===== config.mk =====
export PLATFORM = sky130hd
export DESIGN_NAME = uram_port_arb
export DESIGN_NICKNAME = d
export VERILOG_FILES = /design/src/rtl/uram_port_arb.sv
export SDC_FILE = /design/constraint.sdc
export NUM_CORES = 1
export LEC_CHECK = 0
export CAP_MARGIN = 20
export CORE_AREA = 2 2 342 344
export CTS_CLUSTER_DIAMETER = 50
export DETAILED_ROUTE_END_ITERATION = 8
export DIE_AREA = 0 0 344 346
export GPL_ROUTABILITY_DRIVEN = 0
export MAX_ROUTING_LAYER = met4
export PLACE_DENSITY = 0.3
export SETUP_SLACK_MARGIN = 0.2
export SLEW_MARGIN = 30
export SYNTH_ARGS = -nofsm -noshare
export SYNTH_HDL_FRONTEND = slang
export SYNTH_SLANG_ARGS = --single-unit

===== constraint.sdc =====
create_clock -name clk -period 2.7 [get_ports clk]
set_input_delay 0.27 -clock clk [delete_from_list [all_inputs] [get_ports clk]]
set_output_delay 0.27 -clock clk [all_outputs]
set_load 0.01 [all_outputs]

===== src/rtl/uram_port_arb.sv =====
// uram_port_arb
// Shares one port of the byte-write URAM between two masters. Round-robin
// arbitration with a bounded lock, combinational same-cycle grant, and a
// fixed-latency read-tag pipeline that routes each read response back to
// the master that issued it.

module uram_port_arb #(
    parameter int DATA_WIDTH = 128,
    parameter int ADDR_WIDTH = 16,
    parameter int RD_LAT     = 1,
    parameter int MAX_LOCK   = 16
) (
    input  logic                    clk,
    input  logic                    rst_b,

    input  logic                    m0_req,
    input  logic                    m0_wr,
    input  logic [ADDR_WIDTH-1:0]   m0_addr,
    input  logic [DATA_WIDTH-1:0]   m0_wdata,
    input  logic [DATA_WIDTH/8-1:0] m0_wstrb,
    input  logic                    m0_lock,
    output logic                    m0_gnt,
    output logic                    m0_rvalid,
    output logic [DATA_WIDTH-1:0]   m0_rdata,

    input  logic                    m1_req,
    input  logic                    m1_wr,
    input  logic [ADDR_WIDTH-1:0]   m1_addr,
    input  logic [DATA_WIDTH-1:0]   m1_wdata,
    input  logic [DATA_WIDTH/8-1:0] m1_wstrb,
    input  logic                    m1_lock,
    output logic                    m1_gnt,
    output logic                    m1_rvalid,
    output logic [DATA_WIDTH-1:0]   m1_rdata,

    output logic [ADDR_WIDTH-1:0]   ram_addr,
    output logic [DATA_WIDTH-1:0]   ram_din,
    output logic [DATA_WIDTH/8-1:0] ram_we,
    input  logic [DATA_WIDTH-1:0]   ram_dout,

    output logic                    rr_last
);

    localparam int STRB_W = DATA_WIDTH / 8;
    localparam int CNT_W  = 8;

    localparam logic [CNT_W-1:0] LOCK_LIMIT = CNT_W'(MAX_LOCK);

    // Master identifiers, used for rr_last, the lock owner and read tags.
    localparam logic ID_M0 = 1'b0;
    localparam logic ID_M1 = 1'b1;

    // Arbitration state.
    logic             rr_q;
    logic             lock_act_q;
    logic             lock_own_q;
    logic [CNT_W-1:0] lock_cnt_q;

    // Read-tag pipeline: stage RD_LAT-1 lines up with valid ram_dout.
    logic [RD_LAT-1:0] tag_vld_q;
    logic [RD_LAT-1:0] tag_id_q;

    // Combinational arbitration results.
    logic lock_hold;
    logic lock_expired;
    logic gnt0;
    logic gnt1;
    logic gnt_any;
    logic gnt_id;
    logic sel_wr;
    logic sel_lock;

    // A lock is honoured only while its owner still requests and the
    // consecutive-grant budget has not been used up.
    assign lock_expired = lock_act_q && (lock_cnt_q >= LOCK_LIMIT);
    assign lock_hold    = lock_act_q && (lock_cnt_q < LOCK_LIMIT) &&
                          ((lock_own_q == ID_M1) ? m1_req : m0_req);

    // Grant selection: lock owner, then lone requester, then round robin.
    always_comb begin
        // NOTE: every output of this block gets a default first so no path
        // leaves it unassigned, which would infer a latch.
        gnt0 = 1'b0;
        gnt1 = 1'b0;
        if (rst_b) begin
            if (lock_hold) begin
                gnt0 = (lock_own_q == ID_M0);
                gnt1 = (lock_own_q == ID_M1);
            end else if (m0_req && !m1_req) begin
                gnt0 = 1'b1;
            end else if (m1_req && !m0_req) begin
                gnt1 = 1'b1;
            end else if (m0_req && m1_req) begin
                // The master that did not win last time takes the contest.
                gnt0 = (rr_q == ID_M1);
                gnt1 = (rr_q == ID_M0);
            end
        end
    end

    assign gnt_any  = gnt0 | gnt1;
    assign gnt_id   = gnt1 ? ID_M1 : ID_M0;
    assign sel_wr   = gnt1 ? m1_wr   : m0_wr;
    assign sel_lock = gnt1 ? m1_lock : m0_lock;

    assign m0_gnt  = gnt0;
    assign m1_gnt  = gnt1;
    assign rr_last = rr_q;

    // RAM port mux: the granted master drives the port, idle port is all zero.
    always_comb begin
        ram_addr = '0;
        ram_din  = '0;
        ram_we   = '0;
        if (gnt0) begin
            ram_addr = m0_addr;
            ram_din  = m0_wdata;
            ram_we   = m0_wr ? m0_wstrb : {STRB_W{1'b0}};
        end else if (gnt1) begin
            ram_addr = m1_addr;
            ram_din  = m1_wdata;
            ram_we   = m1_wr ? m1_wstrb : {STRB_W{1'b0}};
        end
    end

    // Round-robin pointer and lock bookkeeping, updated on every cycle.
    always_ff @(posedge clk or negedge rst_b) begin
        if (!rst_b) begin
            rr_q       <= ID_M1;
            lock_act_q <= 1'b0;
            lock_own_q <= ID_M0;
            lock_cnt_q <= '0;
        end else begin
            // NOTE: sequential state uses non-blocking assignments so every
            // register samples the pre-edge values of its inputs.
            if (gnt_any) begin
                rr_q <= gnt_id;
            end
            if (gnt_any && sel_lock && !lock_expired) begin
                lock_act_q <= 1'b1;
                lock_own_q <= gnt_id;
                if (lock_act_q && (lock_own_q == gnt_id)) begin
                    lock_cnt_q <= lock_cnt_q + 1'b1;
                end else begin
                    lock_cnt_q <= CNT_W'(1);
                end
            end else begin
                // Lock dropped, owner idle, other master won, or budget used.
                lock_act_q <= 1'b0;
                lock_cnt_q <= '0;
            end
        end
    end

    // Read-tag shift register: one {valid, id} entry per cycle of RAM latency.
    always_ff @(posedge clk or negedge rst_b) begin
        if (!rst_b) begin
            // NOTE: the tag pipeline is reset (unlike RAM contents) so reads
            // in flight at reset never raise rvalid afterwards.
            tag_vld_q <= '0;
            tag_id_q  <= '0;
        end else begin
            tag_vld_q[0] <= gnt_any & ~sel_wr;
            tag_id_q[0]  <= gnt_id;
            for (int s = RD_LAT - 1; s > 0; s--) begin
                tag_vld_q[s] <= tag_vld_q[s-1];
                tag_id_q[s]  <= tag_id_q[s-1];
            end
        end
    end

    assign m0_rvalid = tag_vld_q[RD_LAT-1] & (tag_id_q[RD_LAT-1] == ID_M0);
    assign m1_rvalid = tag_vld_q[RD_LAT-1] & (tag_id_q[RD_LAT-1] == ID_M1);
    assign m0_rdata  = ram_dout;
    assign m1_rdata  = ram_dout;

endmodule

==> results of run 1 <==
worst reg2reg max path, delay by kind of cell, from the launching register on:
family                 cells  cell delay, ns
DFF                        1            0.39
buffers and inverters      4            0.58
AOI/OAI and AO/OA          1            0.29
and+or+nand+nor            3            0.64
worst max path at each step:
stage	slack, ns	cells past startpoint	startpoint	to
CTS	-0.07	10	lock_cnt_q[4]$_DFF_PN0_	ram_din[6]
global placement	-0.21	6	m0_req	ram_din[118]
detailed placement	-0.20	6	m0_req	ram_din[118]
global route	-0.10	10	lock_cnt_q[4]$_DFF_PN0_	ram_din[8]
floorplan	0.65	7	lock_cnt_q[7]$_DFF_PN0_	ram_addr[10]
finish	-0.04	10	lock_cnt_q[4]$_DFF_PN0_	ram_din[6]
report_power, final:
group / leakage (nW) / switching (mW) / internal [mW]
registers: 0.166 / 0.0204 / 0.210
clock network: 0.0383 / 0.0885 / 0.200
logic: 4.67 / 1.05 / 1.48
layout make-up:
type / instances / area [um^2] / share of cell area [%]
antenna: 29 / 72.57 / 0.5714
clock buffer: 4 / 78.83 / 0.6206
inverter: 5 / 18.77 / 0.1478
multi-input combinational: 214 / 2639 / 20.78
sequential: 13 / 326.6 / 2.571
tap: 1524 / 1907 / 15.01
timing repair buffer: 620 / 7659 / 60.30
routing by layer:
layer | wire length, um | global-route usage [%]
met1 | 25980 | 12.40
met4 | 3112 | 3.993
met5 | 0 | -
met2 | 35450 | 20.22
met3 | 7832 | 4.112
logic make-up (layout without fill, tap and decap cells):
logic type / Yosys count / in the layout / synth area share (%)
AOI/OAI and AO/OA: 173 / 173 / 34.97
DFF: 13 / 13 / 7.451
buffers and inverters: 301 / 629 / 51.01
adders and majority gates: 2 / 2 / 0.5708
other: 1 / 32 / 0.08556
xor gates and xnor gates: 3 / 3 / 0.5996
and+or+nand+nor: 33 / 33 / 5.310
cell usage in the layout, fill, tap and decap left out, types with 2 or more instances in the layout:
master	instances
a21oi_1	2
a22o_1	57
a22o_4	88
a32o_1	8
a32o_2	8
buf_12	106
buf_16	23
buf_2	37
buf_4	27
buf_6	75
buf_8	11
bufbuf_16	2
clkbuf_16	7
clkbuf_2	3
clkdlybuf4s15_2	2
clkdlybuf4s50_1	330
conb_1	3
dfrtp_1	12
diode_2	29
ha_1	2
inv_1	5
nand2_1	5
nand2b_1	2
nand3_1	4
nand4_1	2
nor2_1	2
nor3_1	2
nor4_1	2
nor4bb_1	2
o21ai_0	2
or2_2	2
xor2_1	2
stage by stage:
step	instances	total power [mW]	setup TNS, ns	util [%]	hold WS, ns
floorplan	528	1.069	0	-	-0.02559
global placement	2291	2.254	-5.426	8.826	0.5401
detailed placement	2291	2.256	-5.706	8.826	0.5401
CTS	2361	3.051	-3.563	10.54	0.5401
global route	2408	3.194	-6.561	11.00	0.5400
finish	2409	3.049	-0.6081	11.00	0.5026
registers in the layout (all words and copies together) (netlist names):
| name | flops |
|---|---|
| lock_act_q | 1 |
| lock_cnt_q | 8 |
| rr_last | 1 |
| lock_own_q | 1 |
| tag_vld_q | 1 |
| tag_id_q | 1 |
cells in the mapped netlist (all sizes together) (3+ instances only):
| master | number | area share, % |
|---|---|---|
| nor3 | 3 | 0.46 |
| nand2 | 5 | 0.43 |
| nor2 | 3 | 0.63 |
| dfrtp | 12 | 6.9 |
| buf | 286 | 50 |
| inv | 5 | 0.43 |
| a22o | 145 | 29 |
| a32o | 16 | 3.7 |
| nand3 | 5 | 0.57 |
| nor4 | 4 | 1.1 |
| a21oi | 3 | 0.34 |
| clkbuf | 10 | 0.86 |
what timing repair did:
item,in CTS,in global routing
gates resized for setup,446,89
endpoints found under the setup margin,162,162
pin swaps,75,76
setup buffers,49,14
cloned,17,5
==> impl_metrics.env, run 1 <==
export IMPL_grt_pass1_wl_um=84300
export IMPL_placed_area_um2=10190
export IMPL_min_path_type="primary input to asynchronous set/reset pin"
export IMPL_drcViolationCount=0
export IMPL_rr_worst_depth=8
export IMPL_cts_tree="built"
export IMPL_synth_cells=526
export IMPL_violations="setup timing"
export IMPL_routed_via_density=2.413
export IMPL_core_area_um2=115400
export IMPL_slowest_stage="or4_4"
export IMPL_io_pins=877
export IMPL_cp_top_family="buffers and inverters"
export IMPL_arrival_ns=2.47
export IMPL_rsz0062_at_grt="yes"
export IMPL_synth_area_um2=4383
export IMPL_synth_edf_count=0
export IMPL_grt_max_degree=21
export IMPL_critPathLaunchType="flip-flop"
export IMPL_cp_common_cell="buf_16"
export IMPL_critical_path_required_ns=2.43
export IMPL_status="finished with violations"
export IMPL_rows=125
export IMPL_cts_sinks=13
export IMPL_drv_cap=0
export IMPL_synth_ff_type="dfrtp_1"
export IMPL_crit_path_end_kind="output pin"
export IMPL_ys_types=40
export IMPL_ant_nets=0
export IMPL_p_per_area_nw_per_um2=240.1
export IMPL_cp_num_buf_inv=6
export IMPL_worst_pin_slew_ns=0.5002
export IMPL_hpwl_um=59670
export IMPL_fin_ws_ns=-0.03829
export IMPL_drt_total_wl_um=72370
export IMPL_finalCritPeriodShare_pct=101.4
export IMPL_numCtsBuffers=3
export IMPL_ctsLongestPathBuffers=2
export IMPL_htree_num_levels=1
export IMPL_p_leak_nw=4.873
export IMPL_clk_latency_ns=0.24
export IMPL_max_slew_margin_pct=66.20
export IMPL_post_route_min_period_ns=2.738
export IMPL_async_reset_ff_share_pct=100.0
export IMPL_r2r_slack_ns=0.67
export IMPL_track_usage_pct=11.75
export IMPL_syn_avg_cell_area_um2=8.333
export IMPL_io_buffers=492
export IMPL_vias=5813
export IMPL_path_class="flip-flop to output pin"
export IMPL_cts_root_buf="clkbuf_16"
export IMPL_finalClockSkew_ns=0.001368
export IMPL_ys_ff_latch=13
export IMPL_syn_to_final_growth_pct=189.8
export IMPL_fmax_mhz=365.2
export IMPL_grt_pass1_vias=6320
export IMPL_ys_seq_area_share_pct=7.451
export IMPL_max_stage_delay_ns=0.46
export IMPL_firstDrtPassIters=4
export IMPL_cp_max_fo=8
export IMPL_pre_cts_slack_ns=-0.1984
export IMPL_die_h_um=346
export IMPL_finalSetupViolCount=42
export IMPL_ctsHoldBuffers=0
export IMPL_cp_cell_sequence="buf_6, or4_4, nor2_8, nor3_4, buf_12, buf_16, buf_16, buf_16, a22o_4, buf_12"
export IMPL_fin_area_um2=12700
export IMPL_drive_above_1_share_pct=46.96
export IMPL_die_area_um2=119000
export IMPL_initialDrtViolationCount=267
export IMPL_wl_per_cell_um=30.04
export IMPL_clkTransAtPathRegs_ns=0.05
export IMPL_fillers=13164
export IMPL_nNetsFinal=1315
export IMPL_yosysWarnings=0
export IMPL_slew_violations=0
export IMPL_antenna_found_initial=48
export IMPL_ir_drop_mv=0.1439
export IMPL_r2r_end="tag_vld_q$_DFF_PN0_"
export IMPL_finalHoldViolations=0
export IMPL_die_w_um=344
export IMPL_gr_total_overflow=0
export IMPL_start_util_pct=3.797
export IMPL_reg2reg_from="lock_cnt_q[4]$_DFF_PN0_"
No activity file was read; power rests on OpenSTA's default activity.
==> run 2: changes to the inputs <==
--- a/config.mk
+++ b/config.mk
@@ -5,7 +5,6 @@
 export SDC_FILE = /design/constraint.sdc
 export NUM_CORES = 1
 export LEC_CHECK = 0
-export CAP_MARGIN = 20
 export CORE_AREA = 2 2 342 344
 export CTS_CLUSTER_DIAMETER = 50
 export DETAILED_ROUTE_END_ITERATION = 8
==> results of run 2 <==
Same layout as run 1: the final DEF is identical, and so are final timing and power.
